===== src/rtl/sram_pkg.sv =====
// Shared read-during-write constants and the clear-engine state type
// used across the simple dual-port SRAM.
package sram_pkg;

  localparam int RDW_OLD = 0;
  localparam int RDW_NEW = 1;

  typedef enum logic {
    CLEAR = 1'b0,
    READY = 1'b1
  } clear_state_t;

endpackage


===== src/rtl/sram_clear.sv =====
// Post-reset clear engine: sweeps addresses 0..DEPTH-1 in ascending order,
// writing one zero word per cycle, then reports done.
//
//   state | meaning
//   CLEAR | sweeping; o_we high, o_addr is the word being zeroed
//   READY | sweep finished; o_done high until the next reset
module sram_clear
  import sram_pkg::*;
#(
  parameter int ADDR_WIDTH = 8,
  parameter int DEPTH      = 256
) (
  input  logic                  i_clk,
  input  logic                  i_rst_n,
  output logic [ADDR_WIDTH-1:0] o_addr,
  output logic                  o_we,
  output logic                  o_done
);

  localparam logic [ADDR_WIDTH-1:0] LAST = ADDR_WIDTH'(DEPTH - 1);

  clear_state_t          state, state_nxt;
  logic [ADDR_WIDTH-1:0] addr_q, addr_nxt;

  always_ff @(posedge i_clk or negedge i_rst_n) begin
    if (!i_rst_n) begin
      state  <= CLEAR;
      addr_q <= '0;
    end else begin
      state  <= state_nxt;
      addr_q <= addr_nxt;
    end
  end

  always_comb begin
    state_nxt = state;
    addr_nxt  = addr_q;
    o_we      = 1'b0;
    o_done    = 1'b0;
    case (state)
      CLEAR: begin
        o_we = 1'b1;
        if (addr_q == LAST) state_nxt = READY;
        else                addr_nxt  = addr_q + 1'b1;
      end
      READY:   o_done = 1'b1;
      default: state_nxt = CLEAR;
    endcase
  end

  assign o_addr = addr_q;

endmodule


===== src/rtl/sram_sdp.sv =====
// Simple dual-port SRAM: byte-lane write port, pipelined read port.
// Define SRAM_SDP_CLEAR_EN to zero the whole array after every reset release.
module sram_sdp
  import sram_pkg::*;
#(
  parameter int    ADDR_WIDTH = 8,
  parameter int    DATA_WIDTH = 8,
  parameter int    BYTE_WIDTH = 8,
  parameter int    DEPTH      = 256,
  parameter string MEMFILE    = "",
  parameter int    OUT_REG    = 0,
  parameter int    RDW_MODE   = 0
) (
  input  logic                             i_clk,
  input  logic                             i_rst_n,
  input  logic                             i_we,
  input  logic [ADDR_WIDTH-1:0]            i_waddr,
  input  logic [DATA_WIDTH-1:0]            i_wdata,
  input  logic [DATA_WIDTH/BYTE_WIDTH-1:0] i_wbe,
  input  logic                             i_re,
  input  logic [ADDR_WIDTH-1:0]            i_raddr,
  output logic [DATA_WIDTH-1:0]            o_rdata,
  output logic                             o_rvalid,
  output logic                             o_ready
);

  localparam int                    LANES     = DATA_WIDTH / BYTE_WIDTH;
  localparam logic [ADDR_WIDTH:0]   DEPTH_LIM = (ADDR_WIDTH + 1)'(DEPTH);

  function automatic logic [DATA_WIDTH-1:0] lane_merge(
    input logic [DATA_WIDTH-1:0] old_word,
    input logic [DATA_WIDTH-1:0] new_word,
    input logic [LANES-1:0]      be
  );
    logic [DATA_WIDTH-1:0] w;
    w = old_word;
    for (int l = 0; l < LANES; l++)
      if (be[l]) w[l*BYTE_WIDTH +: BYTE_WIDTH] = new_word[l*BYTE_WIDTH +: BYTE_WIDTH];
    return w;
  endfunction

  logic [DATA_WIDTH-1:0] mem [DEPTH];

  logic                  ready_q, done;
  logic                  clr_we;
  logic [ADDR_WIDTH-1:0] clr_addr;

`ifdef SRAM_SDP_CLEAR_EN
  sram_clear #(
    .ADDR_WIDTH (ADDR_WIDTH),
    .DEPTH      (DEPTH)
  ) u_clear (
    .i_clk   (i_clk),
    .i_rst_n (i_rst_n),
    .o_addr  (clr_addr),
    .o_we    (clr_we),
    .o_done  (done)
  );
`else
  assign clr_addr = '0;
  assign clr_we   = 1'b0;
  assign done     = 1'b1;
`endif

  always_ff @(posedge i_clk or negedge i_rst_n) begin
    if (!i_rst_n) ready_q <= 1'b0;
    else          ready_q <= done;
  end

  assign o_ready = ready_q;

  logic w_in, r_in, wr_acc, rd_acc;
  assign w_in   = {1'b0, i_waddr} < DEPTH_LIM;
  assign r_in   = {1'b0, i_raddr} < DEPTH_LIM;
  assign wr_acc = i_we & ready_q & w_in;
  assign rd_acc = i_re & ready_q;

  // The clear sweep only runs while o_ready is low, so it never races a user write.
  logic                  wr_en;
  logic [ADDR_WIDTH-1:0] wr_addr;
  logic [DATA_WIDTH-1:0] wr_data;
  logic [LANES-1:0]      wr_be;
  assign wr_en   = clr_we | wr_acc;
  assign wr_addr = clr_we ? clr_addr : i_waddr;
  assign wr_data = clr_we ? '0 : i_wdata;
  assign wr_be   = clr_we ? '1 : i_wbe;

  always_ff @(posedge i_clk) begin
    if (wr_en)
      for (int l = 0; l < LANES; l++)
        if (wr_be[l]) mem[wr_addr][l*BYTE_WIDTH +: BYTE_WIDTH] <= wr_data[l*BYTE_WIDTH +: BYTE_WIDTH];
  end

  logic [DATA_WIDTH-1:0] mem_q;
  always_ff @(posedge i_clk) begin
    if (rd_acc && r_in) mem_q <= mem[i_raddr];
  end

  logic                  p_valid, p_oor, p_byp;
  logic [DATA_WIDTH-1:0] p_wdata;
  logic [LANES-1:0]      p_wbe;

  always_ff @(posedge i_clk or negedge i_rst_n) begin
    if (!i_rst_n) begin
      p_valid <= 1'b0;
      p_oor   <= 1'b0;
      p_byp   <= 1'b0;
      p_wdata <= '0;
      p_wbe   <= '0;
    end else begin
      p_valid <= rd_acc;
      if (rd_acc) begin
        p_oor   <= !r_in;
        p_byp   <= (RDW_MODE == RDW_NEW) && wr_acc && (i_waddr == i_raddr);
        p_wdata <= i_wdata;
        p_wbe   <= i_wbe;
      end
    end
  end

  // mem_q holds pre-write data; new-data mode patches in the colliding lanes.
  logic [DATA_WIDTH-1:0] rd_word;
  always_comb begin
    rd_word = mem_q;
    if (p_oor)      rd_word = '0;
    else if (p_byp) rd_word = lane_merge(mem_q, p_wdata, p_wbe);
  end

  logic [DATA_WIDTH-1:0] rdata1;
  logic                  rvalid1;
  always_ff @(posedge i_clk or negedge i_rst_n) begin
    if (!i_rst_n) begin
      rdata1  <= '0;
      rvalid1 <= 1'b0;
    end else begin
      rvalid1 <= p_valid;
      if (p_valid) rdata1 <= rd_word;
    end
  end

  if (OUT_REG != 0) begin : g_oreg
    logic [DATA_WIDTH-1:0] rdata2;
    logic                  rvalid2;
    always_ff @(posedge i_clk or negedge i_rst_n) begin
      if (!i_rst_n) begin
        rdata2  <= '0;
        rvalid2 <= 1'b0;
      end else begin
        rvalid2 <= rvalid1;
        if (rvalid1) rdata2 <= rdata1;
      end
    end
    assign o_rdata  = rdata2;
    assign o_rvalid = rvalid2;
  end else begin : g_noreg
    assign o_rdata  = rdata1;
    assign o_rvalid = rvalid1;
  end

endmodule


===== config.mk =====
export PLATFORM = sky130hd
export DESIGN_NAME = sram_sdp
export DESIGN_NICKNAME = d
export VERILOG_FILES = /design/src/rtl/sram_pkg.sv /design/src/rtl/sram_clear.sv /design/src/rtl/sram_sdp.sv
export SDC_FILE = /design/constraint.sdc
export NUM_CORES = 2
export LEC_CHECK = 0
export BUFFER_PORTS_ARGS = -buffer_cell sky130_fd_sc_hd__buf_2
export CORE_ASPECT_RATIO = 0.5
export CORE_MARGIN = 2
export CORE_UTILIZATION = 63
export CTS_CLUSTER_DIAMETER = 100
export DETAILED_ROUTE_END_ITERATION = 10
export PLACE_DENSITY = 0.79
export SYNTH_ARGS = -nofsm -noshare
export SYNTH_HDL_FRONTEND = slang
export SYNTH_HIERARCHICAL = 1
export SYNTH_SLANG_ARGS = --single-unit

===== constraint.sdc =====
create_clock -name i_clk -period 2.6 [get_ports i_clk]
set_clock_uncertainty 0.15 [all_clocks]
set_input_delay 0.78 -clock i_clk [delete_from_list [all_inputs] [get_ports i_clk]]
set_output_delay 0.78 -clock i_clk [all_outputs]
set_load 0.05 [all_outputs]

==> flow_summary.yaml <==
logic_synthesis:
  synth_edf_count: 2056
  yosys.cell_count.top_type: "edfxtp_1"
  synth_top_area_cell: "edfxtp_1"
  yosys_warnings: 6
  syn_area_per_cell_um2: 21.05
  netlist_area_um2: 80110
  yosysTopAreaCellShare: 0.7707
  ys_async_sr_fraction: 0.005322
  syn_inst: 3805
  ys_seq_area_frac: 0.7741
  synthFlopType: "edfxtp_1"
  synthTopCellsByCount: "edfxtp_1, mux4_2, nor2_1"
  ys_ff_latch: 2067
  synthTopCellsByArea: "edfxtp_1, mux4_2, a22oi_1"
  syn_nets: 3834
  synth.distinct_cells: 53
run_status:
  violations: "negative setup slack"
  status: "finished with violations"
clock_tree:
  clk_path_buf_depth: 3
  htreeDepth: 4
  cts-root-buf: "clkbuf_16"
  clock_latency_ps: 830
  cts_buffers: 168
  cts_tree: "yes"
  cts.sinks: 2067
  path_clk_slew_ps: 70
pwr:
  pwr_density_cell_nw_per_um2: 700.6
  vdd_drop_max_uv: 738.1
  leakagePower_nw: 30.59
grt:
  grt.overflow.total: 0
  grt_pass1_vias: 44739
  grt_pass1_wl_mm: 313.3
  grt_max_degree: 89
  track_usage: 0.3381
  antenna_found_initial: 11
route:
  routed_wl_mm: 223.8
  ant_nets: 0
  drcViolationCount: 0
  via_per_inst: 7.111
  drt_iter0_markers: 7988
  wire_per_inst_um: 35.61
  dr_total_vias: 44676
  firstDrtPassIters: 8
critical_path:
  r2r_setup_slack_ps: -30
  cp.required_ps: 3070
  r2r_start: "mem[183][3]$_DFFE_PP_"
  critPathKind: "in -> reg"
  path_max_fanout: 25
  rr_endpoint: "mem_q[3]$_DFFE_PP_"
  start_kind: "primary input"
  rr_worst_depth: 5
  worstPathArrival_ps: 3160
  worstSetupEndpointType: "flip-flop"
die:
  die_w_um: 508.3
  io_pins: 39
  rows: 92
  core_um2: 126000
  initial_core_util: 0.6356
  die_h_um: 256.2
  die_area_um2: 130200
sta:
  layout_min_cycle_time_ps: 2688
  relSlewSlack: 0.4523
  fin_ws_ps: -88.49
  finalMaxSlewViolations: 0
  max_freq_mhz: 372.0
  rsz0062_at_grt: "true"
  worst_slew_pin_slew_ps: 821.6
  period_share: 1.034
  setup_violations: 8
  hold_viol: 0
place:
  dp_hpwl_mm: 131.5
  dpl.cell_count: 5908
  post-place-ws_ps: -1653
  gp_congestion: 0.9175
  portBuffers: 38
layout:
  finalNonFillerCells: 6283
  num-fill-cells: 6042
  seq_area_um2: 62010
  syn2layout_area_growth_pct: 19.21
  nets: 4474
  drive_above_1_share: 0.3773
  multi_input_area_um2: 18510
job:
  cap_violations: 0
hold_path:
  min-delay-path-class: "in -> async"
==> flip-flops by register name, summed over array words and instances (netlist names) <==
signal and count:
mem_q 8, o_ready 1, mem 2048, p_valid 1
o_rvalid 1, o_rdata 8
==> cell families after synthesis <==
group | Yosys count | synth area share
buf+inv | 235 | 0.01852
other cells | 1 | 0.00004681
flops | 2067 | 0.7741
compound gates | 407 | 0.03500
mux | 595 | 0.1445
simple gates | 500 | 0.02779
==> power breakdown <==
part	internal, mW	switching [mW]	leakage (nW)
Combinational	1.73	2.62	9.32
Clock	13.9	12.0	2.65
Sequential	36.6	0.0369	18.6
==> worst max path at each step <==
stage / start / slack, ps / end
after global placement: i_raddr[0] / -1600 / mem_q[6]$_DFFE_PP_
after CTS: i_raddr[0] / -20 / mem_q[6]$_DFFE_PP_
after floorplan: i_raddr[0] / -280 / mem_q[6]$_DFFE_PP_
after detailed placement: i_raddr[0] / -1650 / mem_q[6]$_DFFE_PP_
final: i_raddr[1] / -90 / mem_q[4]$_DFFE_PP_
after global routing: i_raddr[0] / -100 / mem_q[6]$_DFFE_PP_
==> final cells by class <==
| type | count | share of cell area |
|---|---|---|
| Tap cell | 1692 | 0.02217 |
| Multi-Input combinational cell | 1503 | 0.1938 |
| Clock inverter | 98 | 0.009171 |
| Clock buffer | 210 | 0.04745 |
| Antenna cell | 8 | 0.0002096 |
| Inverter | 3 | 0.0001179 |
| Sequential cell | 2067 | 0.6494 |
| Timing Repair Buffer | 702 | 0.07773 |
==> repair_timing <==
action | 4_1_cts | 5_1_grt
buffers inserted | 17 | 33
endpoints found under the setup margin | 8 | 8
cloned | 5 | 5
pin swaps | 17 | 24
gates resized for setup | 104 | 103
hold buffers | 1 | 0
hold endpoints to repair | 11 | 0
==> placed cells by master, fill, tap and decap left out, drive strengths merged, types with 8 or more instances in the layout <==
master  Yosys  final
clkinv      2     75
clkbuf    104    223
mux2i     122    122
nand4       9      9
o21ai      38     38
or3        10     10
bufinv      0     15
o22ai      13     13
nor4       25     25
and2       11     11
a22oi     183    183
nor2b      15     15
nor3       21     21
nand3      25     25
diode       0      8
a211oi     15     15
o221ai     36     36
dfrtp      11     11
nor2      290    290
mux4      446    446
a21oi      81     81
buf       128    686
inv         1      8
edfxtp   2056   2056
nand2      66     66
mux2       27     27
==> through the flow <==
stage	hold slack [ps]	utilization	power, mW	cell area, µm²	setup TNS (ps)
2_1_floorplan	201.9	-	39.29	81360	-22360
3_3_place_gp	340.2	0.7013	41.11	88400	-10980
3_5_place_dp	353.1	0.7013	41.23	88400	-13410
4_1_cts	207.7	0.7507	66.44	94620	-36.40
5_1_grt	242.2	0.7576	68.11	95490	-330.1
6_report	221.9	0.7577	66.90	95500	-329.6
==> layer usage <==
layer,global-route usage,vias up,share of wire
met3,0.08913,698,0.15
met4,0.1402,0,0.050
met2,0.5197,3981,0.47
li1,-,17215,-
met1,0.4689,22782,0.33
met5,0,-,0
==> worst max-delay path: stages <==
cell and delay (ps):
buf_12 180, buf_4 180, buf_4 400, mux4_2 290, or3_1 150, o221ai_1 170, a32oi_2 470, a22oi_1 160
nor4_1 340
(Power assumes the default switching activity.)
